## src/rtl/regb_fifo_lvl.sv

```systemverilog
// regb_fifo_lvl: register-based FIFO of arbitrary depth with fill level,
// programmable almost-full/almost-empty flags, sticky overflow/underflow
// error flags, and a choice of first-word-fall-through or registered read.
module regb_fifo_lvl #(
    parameter int WIDTH  = 16,
    parameter int N      = 5,
    parameter int AF_THR = 4,
    parameter int AE_THR = 1,
    parameter int FWFT   = 1,
    localparam int CW    = $clog2(N + 1)
) (
    input  logic             clk,
    input  logic             res,
    input  logic             shift_in,
    input  logic [WIDTH-1:0] wdata,
    output logic             full,
    input  logic             shift_out,
    output logic [WIDTH-1:0] rdata,
    output logic             rvalid,
    output logic             empty,
    output logic             almost_full,
    output logic             almost_empty,
    output logic [CW-1:0]    level,
    output logic             overflow,
    output logic             underflow,
    input  logic             clr_err
);

    // Pointer width: enough to address words 0..N-1.
    localparam int PW = (N > 1) ? $clog2(N) : 1;

    // Refuse to elaborate with a depth or threshold set that makes no sense.
    generate
        if (N < 2 || AE_THR < 0 || AE_THR >= AF_THR || AF_THR > N) begin : g_param_err
            $error("regb_fifo_lvl: need N>=2 and 0 <= AE_THR < AF_THR <= N");
        end
    endgenerate

    logic [WIDTH-1:0] mem [N];
    logic [PW-1:0]    wr_ptr_reg;
    logic [PW-1:0]    rd_ptr_reg;
    logic [CW-1:0]    level_reg;
    logic [CW-1:0]    level_next;
    logic             overflow_reg;
    logic             underflow_reg;
    logic             full_int;
    logic             empty_int;
    logic             wr_en;
    logic             rd_en;

    // Pointer advance with wrap at N-1, so depth need not be a power of two.
    function automatic logic [PW-1:0] ptr_inc(input logic [PW-1:0] p);
        return (p == PW'(N - 1)) ? '0 : p + 1'b1;
    endfunction

    // Status flags come only from the registered level: no input-to-flag path.
    assign full_int     = (level_reg == CW'(N));
    assign empty_int    = (level_reg == '0);
    assign full         = full_int;
    assign empty        = empty_int;
    assign almost_full  = (level_reg >= CW'(AF_THR));
    assign almost_empty = (level_reg <= CW'(AE_THR));
    assign level        = level_reg;
    assign overflow     = overflow_reg;
    assign underflow    = underflow_reg;

    // A write at full or a read at empty is simply refused; there is no
    // same-cycle bypass from wdata to rdata.
    assign wr_en = shift_in && !full_int;
    assign rd_en = shift_out && !empty_int;

    // Level moves by one only when exactly one side is accepted.
    always_comb begin
        level_next = level_reg;
        case ({wr_en, rd_en})
            2'b10:   level_next = level_reg + 1'b1;
            2'b01:   level_next = level_reg - 1'b1;
            default: level_next = level_reg;
        endcase
    end

    // Storage words: each register loads only when the write pointer selects it.
    generate
        for (genvar gi = 0; gi < N; gi++) begin : g_word
            always_ff @(posedge clk or posedge res) begin
                if (res) begin
                    mem[gi] <= '0;
                end else if (wr_en && (wr_ptr_reg == PW'(gi))) begin
                    mem[gi] <= wdata;
                end
            end
        end
    endgenerate

    // Pointers and level register.
    always_ff @(posedge clk or posedge res) begin
        if (res) begin
            wr_ptr_reg <= '0;
            rd_ptr_reg <= '0;
            level_reg  <= '0;
        end else begin
            if (wr_en) begin
                wr_ptr_reg <= ptr_inc(wr_ptr_reg);
            end
            if (rd_en) begin
                rd_ptr_reg <= ptr_inc(rd_ptr_reg);
            end
            level_reg <= level_next;
        end
    end

    // Sticky error flags; a new error in the same cycle as clr_err wins.
    always_ff @(posedge clk or posedge res) begin
        if (res) begin
            overflow_reg  <= 1'b0;
            underflow_reg <= 1'b0;
        end else begin
            overflow_reg  <= (overflow_reg && !clr_err) || (shift_in && full_int);
            underflow_reg <= (underflow_reg && !clr_err) || (shift_out && empty_int);
        end
    end

    // Read port: either the head word straight from storage, or a word
    // captured on the read edge with a one-cycle valid pulse.
    generate
        if (FWFT != 0) begin : g_fwft
            assign rdata  = mem[rd_ptr_reg];
            assign rvalid = !empty_int;
        end else begin : g_regrd
            logic [WIDTH-1:0] rdata_reg;
            logic             rvalid_reg;

            // Capture the head word on an accepted read; hold it otherwise.
            always_ff @(posedge clk or posedge res) begin
                if (res) begin
                    rdata_reg  <= '0;
                    rvalid_reg <= 1'b0;
                end else begin
                    rvalid_reg <= rd_en;
                    if (rd_en) begin
                        rdata_reg <= mem[rd_ptr_reg];
                    end
                end
            end

            assign rdata  = rdata_reg;
            assign rvalid = rvalid_reg;
        end
    endgenerate

endmodule

```

## config.mk

```make
export PLATFORM = sky130hd
export DESIGN_NAME = regb_fifo_lvl
export DESIGN_NICKNAME = d
export VERILOG_FILES = /design/src/rtl/regb_fifo_lvl.sv
export SDC_FILE = /design/constraint.sdc
export NUM_CORES = 1
export LEC_CHECK = 0
export ABC_AREA = 1
export BUFFER_PORTS_ARGS = -buffer_cell sky130_fd_sc_hd__buf_4
export CAP_MARGIN = 20
export CELL_PAD_IN_SITES_DETAIL_PLACEMENT = 0
export CELL_PAD_IN_SITES_GLOBAL_PLACEMENT = 1
export CORE_ASPECT_RATIO = 1.5
export CORE_MARGIN = 4
export CORE_UTILIZATION = 47
export DETAILED_ROUTE_END_ITERATION = 12
export GPL_TIMING_DRIVEN = 0
export PLACE_DENSITY = 0.9
export SLEW_MARGIN = 20
export SYNTH_ARGS = -nofsm -noshare
export SYNTH_HDL_FRONTEND = slang
export SYNTH_SLANG_ARGS = --single-unit
```

## constraint.sdc

```tcl
create_clock -name clk -period 6.7 [get_ports clk]
set_clock_uncertainty 0.2 [all_clocks]
set_input_delay 0.67 -clock clk [delete_from_list [all_inputs] [get_ports clk]]
set_output_delay 0.67 -clock clk [all_outputs]
set_load 0.01 [all_outputs]
```

==> run metrics <==
DR pass1 iterations=5; setup repair after global routing missed its margin=no; Max Clk Rate=roughly 370 MHz; GR Util All Layers=a little under a quarter; post_cts resized=0; worst reg-to-reg path cell count=11; Clock Sinks=91; global-route wire length before repair=approximately 21 mm; CP Launch Point=rd_ptr_reg[0]$_DFFE_PP0P_; Worst Hold Class=primary input to asynchronous set/reset pin; CP arrival=approximately 1900 ps; Routed wire per std cell=16.6 µm; Final Max Tran Viols=0; clock buffer depth=2; crit end category=output port; final hold violations=0; hold_buf cts=0; CP Launch Type=flip-flop; number of global-route vias before repair=approximately 4000; initial antenna violation count=0; root buffer cell=clkbuf_16; top post-synthesis cells by area=dfrtp_1 (48%), nand2_1 (20%), nand3_1 (7.1%); final period utilization=approximately two fifths; commonest non-fill, non-tap cells in the layout=nand2_1 (257), dfrtp_1 (91), nand3_1 (67); max incr delay on CP=about 370 ps; Yosys cell types=24; Leakage=2.90 nW; Setup WS post-layout=between 3000 and 4000 ps; full die area=~0.012 mm²; Setup WS pre-CTS=between 4000 and 5000 ps; Compound-Gate Fraction of Synth Area=under 10%; Synth area leader=dfrtp_1; Core Region=0.00974 mm²; dpl hpwl=around 9.7 mm; Worst EP required=between 5000 and 6000 ps; Area Growth Syn to Fin=16.8%; minimum clock period=between 2000 and 3000 ps; Max VDD drop=approximately 240 µV; status=finished clean; final setup vio count=0; syn avg cell area=between 7 and 8 µm²; simple-gate area share of the yosys netlist=about a third; largest family of logic cells by synthesized area=simple AND/OR/NAND/NOR gates; CTS tree=built; Worst Setup Path Type=flip-flop to output port; Worst-Margin Slew=between 400 and 500 ps; Syn Nets=627; Synth Area in Adders=3.19%; total grt overflow=0; IO buf count=46; share of cells above drive strength 1=between 10% and 20%; count of state elements after synthesis=a little over 90; H-tree Lvls=3; Worst path slowest cell=dfrtp_1; total CTS buffers=9; Gate Count Post-Synth=between 500 and 600; max reg flops=80; relative slew slack=around 68%; Ys Warns=0; Worst-Skew Late Latency=350 ps; Setup TNS=0 ps; critical path cell sequence=buf_2 -> inv_2 -> buf_2 -> nand2_1 -> nand3_1 -> nand3_1 -> nand2_1 -> buf_4; global placer's final weighted congestion=roughly 0.88; R2R setup slack=4490 ps; Iteration-0 DRC Markers=between 200 and 300; largest net degree at the start of global routing=79; starting density of the core=roughly half; Synth Area in XOR/XNOR=0.372%; Post-DRT Antenna Nets=0; post-synthesis mux area share=0%; die height=~130 µm; Yosys top cell area share=~48%; total number of vias=4166; largest register by flop count=mem; DRC violations left=0; most common cell after layout, fill and taps aside=nand2_1; row cnt=44; Final #Nets=around 700; Setup Fix Bufs, Post-CTS=0; IO Pins=47; reg2reg end=level[2]$_DFFE_PP0P_; Die Width=approximately 90 µm; MaxCap Viol Count=0; post-synthesis sequential area ratio=roughly 48%; CTS clk-pin slew, worst paths=about 60 ps; mapped cell area=about 0.0047 mm²; vias per cell=around 5.4; Total Routed Length=~13 mm; origin of the critical flop-to-flop path=level[1]$_DFFE_PP0P_; CP max FO=10; Diodes inserted=0; P per Cell Area=498 mW/mm²
==> cell usage after synthesis, drive strengths merged <==
| master | count |
|---|---|
| nor2 | 10 |
| nand3 | 67 |
| nand4 | 2 |
| inv | 22 |
| dfrtp | 91 |
| a21oi | 1 |
| xnor2 | 2 |
| o21ai | 88 |
| ha | 12 |
| nand2 | 263 |
| buf | 29 |
| clkinv | 1 |
| clkbuf | 6 |
==> worst max path at each step <==
stage                     depth (start not counted)  slack [ps]              endpoint
after global placement                            2        2360  level[2]$_DFFE_PP0P_
final                                             8        3980             rdata[11]
after global routing                              8        3860             rdata[12]
after detailed placement                          8        4350             rdata[12]
after floorplan                                   1        3470  level[0]$_DFFE_PP0P_
after CTS                                         8        3980             rdata[12]
==> metal layers <==
metal	wire (µm)	GRT usage (%)
met1	4920	25.7
met2	6710	41.8
met3	554	3.32
met4	589	12.6
met5	0	0
==> critical path: cells and delay by family (launching register included) <==
| kind | cells | cell delay (ps) |
|---|---|---|
| AND/OR/NAND/NOR | 4 | 430 |
| flip-flops | 1 | 370 |
| buffers and inverters | 4 | 690 |
==> stage by stage <==
stage | power, mW | utilization, % | std cells | cell area, µm² | hold WS, ps
4_1_cts | 2.75 | 56.4 | 770 | 5500 | 30.0
3_5_place_dp | 2.28 | 53.7 | 756 | 5230 | 265
3_3_place_gp | 2.23 | 53.4 | 755 | 5200 | 259
2_1_floorplan | 1.79 | - | 594 | 4710 | 246
6_report | 2.74 | 56.4 | 770 | 5500 | 28.7
5_1_grt | 2.97 | 56.4 | 770 | 5500 | 39.3
==> where the power goes <==
part           switching [mW]  leakage [nW]  internal [mW]
sequential              0.135          1.15          0.800
combinational           0.826          1.61          0.504
clock                   0.207         0.137          0.266
total                    1.17          2.90           1.57
==> kinds of logic (layout without fill, tap and decap cells) <==
family | after synthesis | in the layout
flops | 91 | 91
xor+xnor | 2 | 2
simple gates | 342 | 342
fa+ha+maj | 12 | 12
buf+inv | 58 | 119
compound gates | 89 | 89
==> cell type report <==
type | instances | area (µm²)
multi-input combinational | 445 | 2090
clock buffer | 11 | 253
fill | 924 | 4250
tap | 115 | 144
inverter | 23 | 91.3
buffer | 35 | 256
sequential | 91 | 2280
timing repair buffer | 47 | 373
clock inverter | 3 | 15.0
No activity file was read; power rests on OpenSTA's default activity.
